**src/rtl/averager_ctrl.sv**
```systemverilog
// averager_ctrl: run-level sequencer for averager_counter.
// It captures the configuration on start, arms, and waits for a trigger.
// It then gates clken for exactly N frames and holds done until the result is acknowledged.
module averager_ctrl #(
    parameter int unsigned FAST_COUNT_WIDTH = 5,
    parameter int unsigned SLOW_COUNT_WIDTH = 10
) (
    input  logic                        clk,
    input  logic                        rst,
    input  logic [FAST_COUNT_WIDTH-1:0] cfg_period,
    input  logic [SLOW_COUNT_WIDTH-1:0] cfg_n_avg,
    input  logic                        start,
    input  logic                        abort,
    input  logic                        trig,
    input  logic [FAST_COUNT_WIDTH-1:0] cnt_fast_count,
    input  logic                        done_ack,
    output logic                        restart,
    output logic                        clken,
    output logic [FAST_COUNT_WIDTH-1:0] count_max,
    output logic                        busy,
    output logic                        done,
    output logic [SLOW_COUNT_WIDTH-1:0] n_avg_result,
    output logic [1:0]                  state
);

    typedef enum logic [1:0] {
        IDLE = 2'd0,
        ARM  = 2'd1,
        RUN  = 2'd2,
        DONE = 2'd3
    } state_t;

    localparam logic [SLOW_COUNT_WIDTH-1:0] SLOW_ONE = {{(SLOW_COUNT_WIDTH-1){1'b0}}, 1'b1};

    state_t                      state_q;
    logic                        restart_q;
    logic                        clken_q;
    logic [FAST_COUNT_WIDTH-1:0] count_max_q;
    logic                        busy_q;
    logic                        done_q;
    logic [SLOW_COUNT_WIDTH-1:0] n_avg_result_q;
    logic [SLOW_COUNT_WIDTH-1:0] frames_q;
    logic [SLOW_COUNT_WIDTH-1:0] target_q;

    logic                        boundary_d;
    logic [SLOW_COUNT_WIDTH-1:0] frames_d;
    logic                        last_frame_d;
    logic [SLOW_COUNT_WIDTH-1:0] target_d;

    // Frame boundary detection and the target value that a start would latch.
    // The restart cycle is excluded because fast_count is still stale then.
    always_comb begin
        boundary_d   = clken_q & ~restart_q & (cnt_fast_count == count_max_q);
        frames_d     = frames_q + SLOW_ONE;
        last_frame_d = boundary_d & (frames_d == target_q);
        target_d     = (cfg_n_avg == '0) ? SLOW_ONE : cfg_n_avg;
    end

    // Sequencer FSM with registered outputs. Abort takes priority over every other event outside IDLE.
    always_ff @(posedge clk) begin
        if (rst) begin
            state_q        <= IDLE;
            restart_q      <= 1'b0;
            clken_q        <= 1'b0;
            count_max_q    <= '0;
            busy_q         <= 1'b0;
            done_q         <= 1'b0;
            n_avg_result_q <= '0;
            frames_q       <= '0;
            target_q       <= '0;
        end else if (abort && (state_q != IDLE)) begin
            state_q   <= IDLE;
            restart_q <= 1'b0;
            clken_q   <= 1'b0;
            busy_q    <= 1'b0;
            done_q    <= 1'b0;
            if (state_q != DONE) begin
                n_avg_result_q <= frames_q;
            end
        end else begin
            case (state_q)
                IDLE: begin
                    restart_q <= 1'b0;
                    clken_q   <= 1'b0;
                    done_q    <= 1'b0;
                    if (start) begin
                        state_q     <= ARM;
                        busy_q      <= 1'b1;
                        count_max_q <= cfg_period;
                        target_q    <= target_d;
                        frames_q    <= '0;
                    end
                end
                ARM: begin
                    if (trig) begin
                        state_q   <= RUN;
                        restart_q <= 1'b1;
                        clken_q   <= 1'b1;
                        frames_q  <= '0;
                    end
                end
                RUN: begin
                    restart_q <= 1'b0;
                    if (boundary_d) begin
                        frames_q <= frames_d;
                    end
                    if (last_frame_d) begin
                        state_q        <= DONE;
                        clken_q        <= 1'b0;
                        busy_q         <= 1'b0;
                        done_q         <= 1'b1;
                        n_avg_result_q <= target_q;
                    end
                end
                DONE: begin
                    clken_q <= 1'b0;
                    if (done_ack) begin
                        done_q <= 1'b0;
                        if (start) begin
                            state_q     <= ARM;
                            busy_q      <= 1'b1;
                            count_max_q <= cfg_period;
                            target_q    <= target_d;
                            frames_q    <= '0;
                        end else begin
                            state_q <= IDLE;
                        end
                    end
                end
                default: state_q <= IDLE;
            endcase
        end
    end

    assign restart      = restart_q;
    assign clken        = clken_q;
    assign count_max    = count_max_q;
    assign busy         = busy_q;
    assign done         = done_q;
    assign n_avg_result = n_avg_result_q;
    assign state        = state_q;

endmodule

```
**config.mk**
```make
export PLATFORM = sky130hd
export DESIGN_NAME = averager_ctrl
export DESIGN_NICKNAME = d
export VERILOG_FILES = /design/src/rtl/averager_ctrl.sv
export SDC_FILE = /design/constraint.sdc
export NUM_CORES = 1
export LEC_CHECK = 0
export ABC_AREA = 1
export CORE_UTILIZATION = 42
export CTS_CLUSTER_SIZE = 25
export DETAILED_ROUTE_END_ITERATION = 7
export PLACE_DENSITY_LB_ADDON = 0.25
export SLEW_MARGIN = 20
export SYNTH_ARGS = -nofsm -noshare
export SYNTH_HDL_FRONTEND = slang
export SYNTH_SLANG_ARGS = --single-unit
```
**constraint.sdc**
```tcl
create_clock -name clk -period 3.8 [get_ports clk]
set_input_delay 0.76 -clock clk [delete_from_list [all_inputs] [get_ports clk]]
set_output_delay 0.76 -clock clk [all_outputs]
set_load 0.005 [all_outputs]
```
==> reports/metrics.csv <==
metric,value,unit
status,"finished, final reports clean",
holdCritPathClass,flop to flop,
met2RoutedLength,2.79,mm
timing.slew.headroom,0.620,
syn-cell-area,0.00240,sq mm
worst_pin_slew,0.570,ns
vias,2243,
whs_endpoint,done$_SDFFE_PP0P_,
dp.cells,441,
synthArstFlopShare,0,
critical_path_class,flop to flop,
routed_wl,5.88,mm
gp_congestion,0.925,
vdd_drop_max,0.335,mV
synth_seq_area_share,0.341,
path_clk_slew,0.08,ns
clock_latency,0.30,ns
period_needed,2.43,ns
first_global_vias,2126,
min_path_cells,2,
cts_made_buffers,5,
postRouteAntennaNets,0,
power.leakage,1.22,nW
first_pass_iters,4,
setup_viol,0,
worstPathArrival,2.63,ns
cts_hold_buf,0,
syn2layout_area_growth,24.3,%
dr.first_iter.drc_count,134,
drt-met1-wl,2.82,mm
num_antenna_cells,0,
period_share,0.640,
fillCellCount,532,
required,4.00,ns
syn_inst,330,
ys_ff_latch,41,
clock-skew-final,0.00586,ns
power_density,619,mW/mm^2
synth_edf_count,0,
synth_warnings,0,
regToRegStartpoint,state[0]$_SDFFE_PP0P_,
grt-ovfl-total,0,
final_common_cell,nand2_1,
htree_levels,2,
fp-row-count,27,
grt_usage,0.213,
yosysUniqueCellTypes,36,
pre_cts_ws,1.06,ns
worstHoldStart,done$_SDFFE_PP0P_,
fmaxAchievable,411,MHz
maxCapViolations,0,
die_h,77.7,um
hold_violations,0,
cts_resized,0,
route.met3.wl,183,um
maxSlewViolCount,0,
start_util,0.436,
drc,0,
nets,408,
worst_slack,1.37,ns
final_cell_count_no_fill,448,
multi_input_area,0.00135,sq mm
ff2ff_path_depth,9,
synth_nets,362,
clockBufferDepth,2,
root_buffer,clkbuf_8,
avgViaCountPerCell,5.01,
core,0.00551,sq mm
grt_pass1_wl,10.1,mm
layout-drive-gt1-share,0.130,
reg2reg_to,frames_q[8]$_SDFFE_PP0P_,
cts_tree,done,
cp_max_fo,17,
critPathLaunchType,flop,
ys.flop_type,dfxtp_1,
die_w,77.7,um
wl_per_cell,13.1,um
tns,0,ns
mostFrequentLayoutCells,"71 x nand2_1, 46 x clkdlybuf4s50_1, 41 x dfxtp_1",
routed.top_layer,met4,
post_cts_buffers,0,
hold_slack,0.473,ns
setup.worst_path.end_class,flop,
antenna_found_initial,0,
hpwl,4.55,mm
ff2ff_setup_slack,1.37,ns
ios,47,
rsz0062_at_grt,false,
grt_max_degree,20,
seq_area,821,sq um
die_area,0.00603,sq mm
clock_sinks,41,
finalPower,1.85,mW
port_buffers,46,
avgSynthCellArea,7.28,sq um
-- area by class of cell --
| cell class | count | share of cell area |
|---|---|---|
| well taps | 72 | 0.0302 |
| repair buffers | 49 | 0.162 |
| flip-flops and latches | 41 | 0.275 |
| multi-input cells | 238 | 0.452 |
| clock buffers | 6 | 0.0276 |
| inverters | 41 | 0.0515 |
| clock inverters | 1 | 0.00251 |
-- per-stage QoR --
step	area, sq um	util
finish	2990	0.542
global route	2990	0.542
CTS	2990	0.542
detailed placement	2900	0.526
global placement	2900	0.526
floorplan	2400	-
-- logic make-up (layout without fill, tap and decap cells) --
family,after synthesis,after routing,share of synthesized area
and+or+nand+nor,153,153,0.310
AOI/OAI and AO/OA,72,72,0.188
buffers and inverters,51,97,0.0973
DFF,41,41,0.341
xor gates and xnor gates,7,7,0.0318
adders and majority gates,6,6,0.0312
-- per-layer routing --
layer / vias up / global-route usage
met5: - / 0
met4: 0 / 0.0736
met3: 7 / 0.0306
met2: 33 / 0.357
met1: 1029 / 0.279
li1: 1174 / -
-- registers in the layout, indices dropped and copies added (netlist names) --
signal	count
frames_q	10
n_avg_result	10
target_q	10
count_max	5
state	2
busy	1
clken	1
done	1
restart	1
-- power by group --
part / switching, mW / internal [mW]
Sequential: 0.111 / 0.559
Combinational: 0.508 / 0.370
Clock: 0.157 / 0.144
-- worst max-delay path by stage --
stage          slack (ns)  cells past startpoint                            to                      from
5_1_grt              1.08                     10      frames_q[8]$_SDFFE_PP0P_     state[0]$_SDFFE_PP0P_
3_3_place_gp         1.08                     15  n_avg_result[8]$_SDFFE_PP0P_         cnt_fast_count[1]
2_1_floorplan        1.83                     11  n_avg_result[3]$_SDFFE_PP0P_  frames_q[0]$_SDFFE_PP0P_
6_report             1.37                      9      frames_q[8]$_SDFFE_PP0P_     state[0]$_SDFFE_PP0P_
4_1_cts              1.37                     15  n_avg_result[1]$_SDFFE_PP0P_         cnt_fast_count[3]
3_5_place_dp         1.06                     15  n_avg_result[1]$_SDFFE_PP0P_         cnt_fast_count[3]
-- cell usage after synthesis, types with 3 or more instances --
library cell	count	share of area
clkbuf_1	4	0.0062
a211oi_1	10	0.031
a31oi_1	3	0.0078
nor2_4	3	0.014
nand4_1	4	0.010
nor2_2	4	0.010
nand3_2	3	0.012
nand3_1	23	0.048
o21ai_0	21	0.044
nor2_1	26	0.041
o21ai_2	3	0.011
nand2_2	10	0.026
inv_1	39	0.061
xor2_1	5	0.018
a21oi_2	8	0.029
nand2_1	71	0.11
a21oi_1	21	0.044
ha_1	6	0.031
dfxtp_1	41	0.34
-- worst max-delay path, cell delays in order, from the launching register on --
cell,delay [ns]
dfxtp_1,0.46
inv_1,0.15
ha_1,0.24
inv_1,0.09
nand2_1,0.31
nand3_1,0.20
nor2_1,0.06
nand2_1,0.40
inv_1,0.19
o211a_1,0.24
(Power assumes the default switching activity.)
